[config.mk]
export PLATFORM = sky130hd
export DESIGN_NAME = ex_div
export DESIGN_NICKNAME = d
export VERILOG_FILES = /design/src/rtl/ex_div.sv
export SDC_FILE = /design/constraint.sdc
export NUM_CORES = 1
export LEC_CHECK = 0
export ABC_AREA = 1
export BUFFER_PORTS_ARGS = -buffer_cell sky130_fd_sc_hd__buf_2
export CORE_MARGIN = 2
export CORE_UTILIZATION = 57
export DETAILED_ROUTE_END_ITERATION = 10
export PLACE_DENSITY_LB_ADDON = 0.08
export SLEW_MARGIN = 20
export SYNTH_ARGS = -nofsm -noshare
export SYNTH_HDL_FRONTEND = slang
export SYNTH_SLANG_ARGS = --single-unit
export TNS_END_PERCENT = 30
[constraint.sdc]
create_clock -name clk -period 2.4 [get_ports clk]
set_input_delay 0.24 -clock clk [delete_from_list [all_inputs] [get_ports clk]]
set_output_delay 0.24 -clock clk [all_outputs]
set_load 0.02 [all_outputs]
[src/rtl/ex_div.sv]
// EX stage: single-cycle ALU plus a multi-cycle unsigned restoring divider (DIVU/REMU).
// state | meaning
// IDLE  | single-cycle ops pass through; a divide with nonzero divisor is latched here
// BUSY  | one restoring step per cycle, pipeline stalled
// DONE  | quotient or remainder presented with write enable for one cycle
module ex_div #(
    parameter int DIV_STEPS = 32
) (
    input  logic        clk,
    input  logic        rst,
    input  logic [7:0]  id_aluop,
    input  logic [31:0] id_reg1,
    input  logic [31:0] id_reg2,
    input  logic [4:0]  id_wd,
    input  logic        id_wreg,
    input  logic        flush,
    output logic [4:0]  ex_wd,
    output logic        ex_wreg,
    output logic [31:0] ex_wdata,
    output logic        stallreq
);

    localparam logic [7:0] OP_NOP  = 8'h00;
    localparam logic [7:0] OP_ADD  = 8'h20;
    localparam logic [7:0] OP_SUB  = 8'h22;
    localparam logic [7:0] OP_AND  = 8'h24;
    localparam logic [7:0] OP_OR   = 8'h25;
    localparam logic [7:0] OP_XOR  = 8'h26;
    localparam logic [7:0] OP_SLT  = 8'h2A;
    localparam logic [7:0] OP_SLTU = 8'h2B;
    localparam logic [7:0] OP_SLL  = 8'h7C;
    localparam logic [7:0] OP_DIVU = 8'h1B;
    localparam logic [7:0] OP_REMU = 8'h1C;

    typedef enum logic [1:0] {IDLE, BUSY, DONE} state_t;

    state_t      state, state_nx;
    logic [5:0]  cnt, cnt_nx;
    logic [31:0] dq, dq_nx;
    logic [31:0] divisor, divisor_nx;
    logic [31:0] rem, rem_nx;
    logic [4:0]  wd_q, wd_nx;
    logic        op_rem, op_rem_nx;

    logic [31:0] alu;
    logic        is_div;
    logic        div_start;
    logic [32:0] rem_sh;
    logic [32:0] diff;

    always_comb begin
        alu = '0;
        case (id_aluop)
            OP_NOP:  alu = '0;
            OP_ADD:  alu = id_reg1 + id_reg2;
            OP_SUB:  alu = id_reg1 - id_reg2;
            OP_AND:  alu = id_reg1 & id_reg2;
            OP_OR:   alu = id_reg1 | id_reg2;
            OP_XOR:  alu = id_reg1 ^ id_reg2;
            OP_SLT:  alu = {31'd0, $signed(id_reg1) < $signed(id_reg2)};
            OP_SLTU: alu = {31'd0, id_reg1 < id_reg2};
            OP_SLL:  alu = id_reg1 << id_reg2[4:0];
            // divide-by-zero results; nonzero divisors go through the FSM
            OP_DIVU: alu = 32'hFFFF_FFFF;
            OP_REMU: alu = id_reg1;
            default: alu = '0;
        endcase
    end

    assign is_div    = (id_aluop == OP_DIVU) || (id_aluop == OP_REMU);
    assign div_start = is_div && (id_reg2 != 32'd0);

    // dq holds the remaining dividend bits in its upper part and collects quotient bits at the bottom
    assign rem_sh = {rem, dq[31]};
    assign diff   = rem_sh - {1'b0, divisor};

    always_ff @(posedge clk or negedge rst) begin
        if (!rst) begin
            state   <= IDLE;
            cnt     <= '0;
            dq      <= '0;
            divisor <= '0;
            rem     <= '0;
            wd_q    <= '0;
            op_rem  <= 1'b0;
        end else begin
            state   <= state_nx;
            cnt     <= cnt_nx;
            dq      <= dq_nx;
            divisor <= divisor_nx;
            rem     <= rem_nx;
            wd_q    <= wd_nx;
            op_rem  <= op_rem_nx;
        end
    end

    always_comb begin
        state_nx   = state;
        cnt_nx     = cnt;
        dq_nx      = dq;
        divisor_nx = divisor;
        rem_nx     = rem;
        wd_nx      = wd_q;
        op_rem_nx  = op_rem;
        ex_wd      = id_wd;
        ex_wreg    = id_wreg;
        ex_wdata   = alu;
        stallreq   = 1'b0;

        case (state)
            IDLE: begin
                if (div_start) begin
                    state_nx   = BUSY;
                    cnt_nx     = '0;
                    dq_nx      = id_reg1;
                    divisor_nx = id_reg2;
                    rem_nx     = '0;
                    wd_nx      = id_wd;
                    op_rem_nx  = (id_aluop == OP_REMU);
                    stallreq   = 1'b1;
                    ex_wreg    = 1'b0;
                    ex_wdata   = '0;
                end
            end
            BUSY: begin
                stallreq = 1'b1;
                ex_wreg  = 1'b0;
                ex_wd    = wd_q;
                ex_wdata = '0;
                dq_nx    = {dq[30:0], ~diff[32]};
                rem_nx   = diff[32] ? rem_sh[31:0] : diff[31:0];
                cnt_nx   = cnt + 6'd1;
                if (cnt == 6'(DIV_STEPS - 1)) begin
                    state_nx = DONE;
                end
            end
            DONE: begin
                ex_wd    = wd_q;
                ex_wreg  = 1'b1;
                ex_wdata = op_rem ? rem : dq;
                state_nx = IDLE;
            end
            default: state_nx = IDLE;
        endcase

        if (flush) begin
            state_nx = IDLE;
            cnt_nx   = '0;
            stallreq = 1'b0;
            ex_wreg  = 1'b0;
        end

        if (!rst) begin
            ex_wd    = '0;
            ex_wreg  = 1'b0;
            ex_wdata = '0;
            stallreq = 1'b0;
        end
    end

endmodule

==> impl_metrics.yaml, run 1 <==
status:
  status: "aborted with a tool error"
  stop_stage: "5_1_grt"
  error_line: "[ERROR GRT-0232] Routing congestion too high. Check the congestion heatmap in the GUI."
clocking:
  clockBufferDepth: 2
  cts_root_buffer: "clkbuf_16"
  cts-buffers-inserted: 9
  htreeDepth: 3
  cts.sinks: 110
synth:
  synth_fa_ha_area_frac: 0.108
  ys_seq_elements: 110
  synth_edf_count: 0
  ys_warn_count: 0
  yosysTopAreaCell: "nand2_1"
  synth_compound_area_frac: 0.156
  synth_area_mm2: 0.0165
  synth.avg_cell_area_um2: 5.57
  yosysTopAreaCellShare: 0.225
  synth_cell_types: 48
  synthTopCellsByArea: "nand2_1, dfrtp_1, ha_1"
  synthXorXnorAreaFrac: 0.0101
  postSynthCellCount: 2960
  synth.area.mux_share: 0
  synthTopCellsByCount: "nand2_1, inv_1, nand3_1"
  yosysSeqAreaShare: 0.167
  synthFlopType: "dfrtp_1"
  synth_most_common_cell: "nand2_1"
  async_reset_ff_frac: 1.00
  syn_nets: 3182
  synth_top_family_by_area: "simple AND/OR/NAND/NOR gates"
  synth_simple_gate_area_share: 0.427
global_route:
  overflow: 8
  grt_max_degree: 67
  grt_use_total: 0.649
die:
  num_io_pins: 120
  num_rows: 62
  start_util: 0.577
  dieWidth_um: 174
  chipHeight_um: 174
placement:
  portBuffers: 119
  hpwl_mm: 60.4
  place_congestion: 1.12
  post-place-ws_ns: -0.461
timing:
  worstEndpointGrtRepair: "rem[18]$_DFFE_PN0P_/D"
  worstEpCategory: "register data pin"
==> per-layer routing <==
layer,overflow,GRT usage
met1,0,0.680
met2,4,0.884
met3,0,0.393
met4,4,0.595
met5,0,0.131
==> repair_timing <==
action	in CTS
resized for setup	505
pin swaps	126
setup buffers	32
endpoints found under the hold margin	34
cloned	7
hold buffers	1
setup endpoints to repair	66
==> cells by family after synthesis <==
family	after synthesis
AND/OR/NAND/NOR	1678
AO/OA/AOI/OAI	473
adder cells (fa/ha/maj)	141
buffers and inverters	539
XOR/XNOR	19
flip-flops	110
==> through the flow <==
step           cells  area, µm²
2_1_floorplan   2960      16600
3_3_place_gp    3826      20900
3_5_place_dp    3826      20900
4_1_cts         3881      23300
==> inputs of run 2 (changes only) <==
--- a/config.mk
+++ b/config.mk
@@ -8,9 +8,9 @@
 export ABC_AREA = 1
 export BUFFER_PORTS_ARGS = -buffer_cell sky130_fd_sc_hd__buf_2
 export CORE_MARGIN = 2
-export CORE_UTILIZATION = 57
+export CORE_UTILIZATION = 40
 export DETAILED_ROUTE_END_ITERATION = 10
-export PLACE_DENSITY_LB_ADDON = 0.08
+export PLACE_DENSITY_LB_ADDON = 0.15
 export SLEW_MARGIN = 20
 export SYNTH_ARGS = -nofsm -noshare
 export SYNTH_HDL_FRONTEND = slang
==> constraint.sdc (replaced) <==
create_clock -name clk -period 3.1 [get_ports clk]
set_input_delay 0.31 -clock clk [delete_from_list [all_inputs] [get_ports clk]]
set_output_delay 0.31 -clock clk [all_outputs]
set_load 0.02 [all_outputs]
==> run 2 against run 1 <==
Net effect:
- the run now ends clean
- synthesized cell count did not move
- synthesized area did not move
==> impl_metrics.yaml, run 2 <==
synth:
  async_reset_ff_frac: 1.00
  syn_nets: 3182
  synth.avg_cell_area_um2: 5.57
  postSynthCellCount: 2960
  yosysTopAreaCellShare: 0.225
  ys_warn_count: 0
  synth_cell_types: 48
  synth_area_mm2: 0.0165
  synthFlopType: "dfrtp_1"
  synthTopCellsByArea: "nand2_1, dfrtp_1, ha_1"
  synth_most_common_cell: "nand2_1"
  synthTopCellsByCount: "nand2_1, inv_1, nand3_1"
  synth_edf_count: 0
  yosysSeqAreaShare: 0.167
  ys_seq_elements: 110
  yosysTopAreaCell: "nand2_1"
power_and_ir_drop:
  clkPwrFrac: 0.104
  p_per_area_mw_per_mm2: 567
  p_leak_nw: 11.6
  irDropWorstVdd_v: 0.000431
  combPwrFrac: 0.709
  power_switching_mw: 6.35
  pwr-share-seq: 0.187
  swShare: 0.536
  p_int_mw: 5.50
  power_mw: 11.8
global_route:
  grt_use_total: 0.363
  antenna_found_initial: 0
  grt_pass1_wl_mm: 116
  grt_max_degree: 67
  grt_pass1_vias: 19600
  overflow: 0
die:
  dieWidth_um: 207
  chipHeight_um: 207
  die_area_mm2: 0.0428
  core_area_mm2: 0.0407
  num_rows: 74
  num_io_pins: 120
  start_util: 0.405
layout:
  final_common_cell: "nand2_1"
  top_regs: "divisor: 32 flops, dq: 32 flops, rem: 32 flops"
  fillers: 4387
  drive_gt1_frac: 0.186
  fin_cells: 3890
  fin_nets: 3575
  syn2layout_area_growth_pct: 26.7
  multi_input_area_mm2: 0.0119
  regArea_mm2: 0.00275
  mostFrequentLayoutCells: "nand2_1, inv_1, buf_4, nand3_1, nor2_1"
  antenna-diode-count: 0
  fin_area_mm2: 0.0209
timing:
  drv_slew: 0
  min_period_ns: 3.07
  timing.final.crit_share: 0.991
  grt_setup_unrepaired: "yes"
  worstMarginPinSlew_ns: 0.818
  clock_skew_ns: 0.0182
  setup_viol: 0
  fmax_ghz: 0.326
  hold_viol: 0
  slew_headroom: 0.454
  whs_ns: 0.210
drt:
  routed_wl_mm: 78.8
  wl_per_cell_um: 20.3
  dr.first_iter.drc_count: 2114
  ant_nets: 0
  met3_length_mm: 5.82
  route.vias.total: 20900
  drt-pass1-iter-count: 5
  drt-met1-wl_mm: 35.1
  viasPerCell: 5.38
  drc: 0
  dr.max_layer_used: "met4"
  route.met2.wl_mm: 35.5
setup_path:
  path_max_fanout: 5
  crit_slowest_cell: "ha_1"
  crit_top_cell: "nand2_1"
  cp_data_arrival_time_ns: 2.76
  critPathLaunchType: "primary input"
  crit_buf_inv: 4
  critical_path.top_delay_family: "simple AND/OR/NAND/NOR gates"
  cp.required_ns: 2.79
  end_kind: "primary output"
  slowest_delay_ns: 0.39
  path_cells: "buf_2 > inv_1 > ha_1 > nor2_2 > nand2_1 > nor3b_4 > and2_1 > nand2_1 > nand3_1 > nand3_1 > nand3_2 > nand2_1 > a21oi_2 > buf_4 > buf_2"
  criticalPathCategory: "in -> out"
clocking:
  cts_tree: "done"
  clk_latency_ns: 0.37
  clockBufferDepth: 2
  htreeDepth: 3
  cts_root_buffer: "clkbuf_16"
  cts.sinks: 110
  clk_pin_slew_ns: 0.07
  cts-buffers-inserted: 9
placement:
  placed_cells: 3872
  place_congestion: 1.05
  hpwl_mm: 66.5
  placed_cell_area_mm2: 0.0202
  portBuffers: 119
status:
  status: "finished clean"
run:
  drv_cap: 0
hold_path:
  hold_class: "in -> reg"
run 2: cell counts after synthesis:
Identical to the previous run, type by type.
run 2: logic make-up after synthesis:
logic type,share of synthesized area
and+or+nand+nor,0.427
buffers and inverters,0.132
AOI/OAI and AO/OA,0.156
adders and majority gates,0.108
DFF,0.167
xor gates and xnor gates,0.0101
run 2: repair_timing:
| action | CTS | global route |
|---|---|---|
| endpoints found under the hold margin | 13 | 0 |
| gates resized for setup | 14 | 80 |
| pin swaps | 0 | 7 |
| endpoints found under the setup margin | 9 | 23 |
| hold buffers | 1 | 0 |
| gates cloned | 0 | 0 |
| setup buffers | 0 | 1 |
run 2: final cells by class:
type,count,area share
Clock buffer,12,0.0123
Clock inverter,4,0.00252
Inverter,421,0.0759
Multi-Input combinational cell,2311,0.572
Sequential cell,110,0.132
Tap cell,532,0.0319
Timing Repair Buffer,500,0.174
run 2: worst paths after layout:
kind | slack, ns | startpoint | end | depth (start not counted)
setup / recovery | 0.03 | id_reg1[24] | ex_wdata[31] | 15
hold / removal | 0.21 | id_wd[3] | wd_q[3] | 3
setup reg to reg | 0.30 | dq[31] | rem[30] | 15
hold reg to reg | 0.48 | wd_q[3] | wd_q[3] | 2
max in group asynchronous | 1.15 | rst | rem[5] | 4
min in group asynchronous | 0.36 | rst | wd_q[4] | 2
run 2: metal layers:
metal  up-vias  GRT usage
li1      10300          -
met1      9788      0.502
met2       796      0.591
met3        96     0.0424
met4         0      0.114
met5         -          0
run 2: tightest hold or removal path, cell delays in order:
cell,delay (ns)
buf_2,0.10
inv_1,0.05
o21ai_0,0.07
run 2: power groups by stage:
stage               logic, mW  registers [mW]  clock network [mW]
floorplan                5.62            2.14                   0
global placement         8.10            2.22                   0
detailed placement       8.20            2.23                   0
CTS                      8.25            2.21                1.25
global route             9.38            2.27                1.31
finish                   8.41            2.21                1.23
run 2: per-stage QoR:
stage / setup TNS, ns / worst slack [ns] / util
after global placement: -0.482 / -0.347 / 0.495
after CTS: -0.0266 / -0.0266 / 0.504
after floorplan: 0 / 0.113 / -
after detailed placement: -0.440 / -0.323 / 0.495
final: 0 / 0.0292 / 0.513
after global routing: -0.0718 / -0.0598 / 0.513
(Power assumes the default switching activity.)
==> inputs of run 3 (changes only) <==
==> constraint.sdc (replaced) <==
create_clock -name clk -period 3.1 [get_ports clk]
set_input_delay 0.62 -clock clk [delete_from_list [all_inputs] [get_ports clk]]
set_output_delay 0.62 -clock clk [all_outputs]
set_load 0.02 [all_outputs]
==> run 3 against run 2 <==
Net effect:
- the flow now finishes with violations (negative setup slack)
- power up 5.6%
- fmax down 8.8%
- global-route usage up 1.7 points
- final area up 15%
- clock skew down 0.010 ns
- worst setup slack worse by 0.29 ns
- sequential cell count unchanged
==> impl_metrics.yaml, run 3 (synthesis results as in run 2) <==
layout:
  utilization: 0.591
  final_common_cell: "nand2_1"
  syn2layout_area_growth_pct: 46.1
  drive_gt1_frac: 0.335
  mostFrequentLayoutCells: "nand2_1, buf_4, inv_1, nand3_1, nor2_1"
  top_regs: "divisor: 32 flops, dq: 32 flops, rem: 32 flops"
  fin_nets: 3706
  antenna-diode-count: 0
timing:
  tns_ns: -5.04
  grt_setup_unrepaired: "yes"
  setup_viol: 32
  timing.final.crit_share: 1.09
  drv_slew: 0
  clock_skew_ns: 0.00802
  hold_viol: 0
  fmax_ghz: 0.297
  fin_ws_ns: -0.266
  slew_headroom: 0.425
  min_period_ns: 3.37
  whs_ns: 0.0827
  worstMarginPinSlew_ns: 0.863
drt:
  routed_wl_mm: 82.6
  route.met2.wl_mm: 37.2
  drt-met1-wl_mm: 35.8
  viasPerCell: 5.48
  dr.max_layer_used: "met4"
  drc: 0
  wl_per_cell_um: 20.5
  met3_length_mm: 5.84
  drt-pass1-iter-count: 6
  route.vias.total: 22000
  dr.first_iter.drc_count: 2384
  ant_nets: 0
die:
  core_area_mm2: 0.0407
  dieWidth_um: 207
  chipHeight_um: 207
  start_util: 0.405
  num_rows: 74
  die_area_mm2: 0.0428
  num_io_pins: 120
clocking:
  htreeDepth: 3
  cts_root_buffer: "clkbuf_16"
  clk_latency_ns: 0.36
  cts-buffers-inserted: 9
  clk_pin_slew_ns: 0.07
  hold_buffers: 0
  cts_tree: "done"
  cts.sinks: 110
  clockBufferDepth: 2
hold_path:
  hold_class: "in -> async"
power_and_ir_drop:
  irDropWorstVdd_v: 0.000415
  p_leak_nw: 12.6
  p_per_area_mw_per_mm2: 520
  power_mw: 12.5
status:
  status: "finished with violations"
  violations: "negative setup slack"
global_route:
  grt_pass1_wl_mm: 122
  grt_use_total: 0.381
  overflow: 0
  grt_pass1_vias: 20800
  grt_max_degree: 77
  antenna_found_initial: 0
placement:
  portBuffers: 119
  place_congestion: 1.03
  hpwl_mm: 67.6
setup_path:
  cp_data_arrival_time_ns: 2.75
  path_max_fanout: 5
  critPathLaunchType: "primary input"
  end_kind: "primary output"
  criticalPathCategory: "in -> out"
  cp.required_ns: 2.48
run:
  drv_cap: 0
run 3: cell types whose count changed in the layout (fill, tap and decap cells not counted), moves of 49 or more:
cell     before  now
inv_1       407  334
nand2_1     980  849
inv_2        11   74
nand2_2      15  126
nor2_1      251  196
buf_4       373  487
nand3_1     291  242
run 3: per-stage QoR:
| stage | instance area (µm²) | setup slack [ns] | std cells |
|---|---|---|---|
| after floorplan | 16700 | -0.0153 | 2960 |
| after global placement | 21200 | -0.879 | 3988 |
| after detailed placement | 21200 | -0.893 | 3988 |
| after CTS | 23100 | -0.238 | 4014 |
| after global routing | 24100 | -0.321 | 4021 |
| final | 24100 | -0.266 | 4021 |
run 3: timing repair:
item | CTS | global route
pin swaps | 76 | 108
buffers inserted | 8 | 7
cloned | 2 | 1
endpoints found under the setup margin | 33 | 33
gates resized for setup | 395 | 294
run 3: layout make-up:
type | instances | area (µm²)
flip-flops and latches | 110 | 2750
clock buffers | 12 | 236
clock inverters | 4 | 47.5
multi-input cells | 2311 | 13700
inverters | 421 | 1620
well taps | 532 | 666
fillers | 4138 | 16700
repair buffers | 631 | 5040
run 3: worst max-delay path, stage by stage:
cell     delay, ns
buf_2         0.11
inv_1         0.10
ha_4          0.21
buf_4         0.16
nand2_1       0.08
nand3_2       0.09
nand3_2       0.10
nand2_2       0.07
buf_4         0.14
nand2_1       0.08
nand2_2       0.11
nand2_2       0.10
nand3_4       0.09
nand4_1       0.17
nand2_1       0.11
a21oi_2       0.23
buf_6         0.15
run 3: path summary, 6_finish.rpt:
kind                             from      endpoint  slack (ns)  depth (start not counted)
setup reg to reg               dq[31]       rem[10]        0.28                         14
setup / recovery           id_reg1[1]  ex_wdata[11]       -0.27                         17
max in group asynchronous         rst   divisor[15]        1.43                          3
min in group clk              wd_q[2]       wd_q[2]        0.49                          2
hold reg to reg               wd_q[2]       wd_q[2]        0.49                          2
hold / removal                    rst      state[1]        0.08                          1
run 3: metal layers:
metal / up-vias / GRT usage
met1: 10400 / 0.526
met2: 942 / 0.620
met4: 0 / 0.144
li1: 10500 / -
met5: - / 0
met3: 180 / 0.0281
run 3: power by group:
group / internal [mW] / switching (mW)
Clock: 0.626 / 0.547
Sequential: 1.89 / 0.328
Combinational: 3.27 / 5.85
Total: 5.79 / 6.72
==> inputs of run 4 (changes only) <==
--- a/config.mk
+++ b/config.mk
@@ -11,6 +11,7 @@
 export CORE_UTILIZATION = 40
 export DETAILED_ROUTE_END_ITERATION = 10
 export PLACE_DENSITY_LB_ADDON = 0.15
+export REMOVE_ABC_BUFFERS = 1
 export SLEW_MARGIN = 20
 export SYNTH_ARGS = -nofsm -noshare
 export SYNTH_HDL_FRONTEND = slang
==> run 4 against run 3 <==
Net effect:
- global-route usage is 0.73 points lower
- combinational power is 0.4% lower
- final area is 0.34% higher
- the flow still finishes with violations (negative setup slack)
- clock-buffer cell count stayed put
- via count is 0.15% higher
- clock skew hardly changed
- routed wire length is 0.71% lower
- critical path depth is 3 lower
- register-to-register slack worse by 0.05 ns
- critical endpoint is now ex_wdata[19]
==> impl_metrics.yaml, run 4 (synthesis results as in run 2) <==
placement:
  post-place-ws_ns: -0.761
  placed_cell_area_mm2: 0.0211
  hpwl_mm: 67.3
  portBuffers: 119
  placed_cells: 3987
  place_congestion: 1.02
setup_path:
  crit_start: "id_reg2[2]"
  rr_worst_depth: 14
  r2r-start: "dq[31]"
  end_kind: "primary output"
  cp.required_ns: 2.48
  reg2reg_slack_ns: 0.23
  criticalPathCategory: "in -> out"
  path_max_fanout: 27
  cp_data_arrival_time_ns: 2.76
  critPathLaunchType: "primary input"
  crit_end: "ex_wdata[19]"
  reg2reg_to: "rem[19]"
clocking:
  clk_latency_ns: 0.36
  cts_root_buffer: "clkbuf_16"
  hold_buffers: 0
  clockBufferDepth: 2
  htreeDepth: 3
  cts-buffers-inserted: 9
  cts.sinks: 110
  cts_tree: "done"
  clk_pin_slew_ns: 0.07
timing:
  hold_viol: 0
  worstMarginPinSlew_ns: 0.960
  drv_slew: 0
  clock_skew_ns: 0.00808
  grt_setup_unrepaired: "yes"
  setup_viol: 32
  tns_ns: -5.44
  timing.final.crit_share: 1.09
  fmax_ghz: 0.296
  fin_ws_ns: -0.278
  slew_headroom: 0.360
  min_period_ns: 3.38
global_route:
  grt_use_total: 0.373
  grt_max_degree: 77
  grt_pass1_vias: 21000
  antenna_found_initial: 1
  overflow: 0
  grt_pass1_wl_mm: 120
layout:
  drive_gt1_frac: 0.334
  final_common_cell: "nand2_1"
  multi_input_area_mm2: 0.0136
  fin_nets: 3718
  top_regs: "divisor: 32 flops, dq: 32 flops, rem: 32 flops"
  fin_area_mm2: 0.0242
  regArea_mm2: 0.00275
  syn2layout_area_growth_pct: 46.6
  antenna-diode-count: 0
  fin_cells: 4033
  fillers: 4075
  mostFrequentLayoutCells: "nand2_1, buf_4, inv_1, nand3_1, nor2_1"
die:
  dieWidth_um: 207
  chipHeight_um: 207
  die_area_mm2: 0.0428
  core_area_mm2: 0.0407
  start_util: 0.405
  num_io_pins: 120
  num_rows: 74
hold_path:
  hold_class: "in -> async"
status:
  violations: "negative setup slack"
  status: "finished with violations"
drt:
  dr.first_iter.drc_count: 2174
  drt-pass1-iter-count: 6
  viasPerCell: 5.47
  wl_per_cell_um: 20.3
  route.vias.total: 22000
  drc: 0
  ant_nets: 0
  routed_wl_mm: 82.0
power_and_ir_drop:
  irDropWorstVdd_v: 0.000466
  p_leak_nw: 12.7
  power_mw: 12.5
  p_per_area_mw_per_mm2: 516
run:
  drv_cap: 0
-- run 4: cell types whose count changed in the layout (fill, tap and decap cells not counted), sizes merged --
cell / change
clkbuf: +1
clkinv: -2
bufbuf: -2
buf: +13
inv: +2
-- run 4: cell type report --
cell class,count,share of cell area
multi-input cells,2311,0.563
repair buffers,643,0.216
flip-flops and latches,110,0.114
inverters,421,0.0672
well taps,532,0.0275
clock buffers,12,0.00979
clock inverters,4,0.00197
-- run 4: repair_timing --
item / 4_1_cts / 5_1_grt
endpoints found under the hold margin: 0 / 0
cloned: 1 / 3
pin swaps: 46 / 129
gates resized for setup: 306 / 415
setup endpoints to repair: 33 / 33
buffers inserted: 6 / 21
-- run 4: how the worst min path moves through the flow --
stage,start,to
floorplan,rst,cnt[0]
global placement,wd_q[4],wd_q[4]
detailed placement,divisor[22],divisor[22]
CTS,rst,cnt[3]
global route,rst,cnt[3]
finish,rst,cnt[3]
-- run 4: metal layers --
metal	part of all wire	GRT usage	vias to the layer above
met3	0.071	0.0429	191
li1	-	-	10600
met2	0.45	0.608	900
met5	0.00016	0	-
met4	0.049	0.162	2
met1	0.43	0.499	10400
-- run 4: where the power goes --
group,leakage (nW),internal (mW),switching [mW]
clock network,0.137,0.626,0.541
registers,1.42,1.89,0.325
logic,11.1,3.27,5.80
-- run 4: through the flow --
step | util | hold slack [ns]
after global placement | 0.518 | 0.462
after detailed placement | 0.518 | 0.474
after global routing | 0.593 | 0.122
after CTS | 0.554 | 0.101
final | 0.593 | 0.107
after floorplan | - | 0.324
-- run 4: critical path, cell delays in order --
cell and delay, ns:
buf_2 0.11, inv_2 0.08, buf_6 0.12, buf_6 0.12
buf_4 0.30, nand3_1 0.19, nor2_2 0.28, nand2_1 0.12
nand4_1 0.13, nor2_4 0.07, nand3_2 0.14, nand2_1 0.09
a21oi_2 0.20, buf_4 0.18
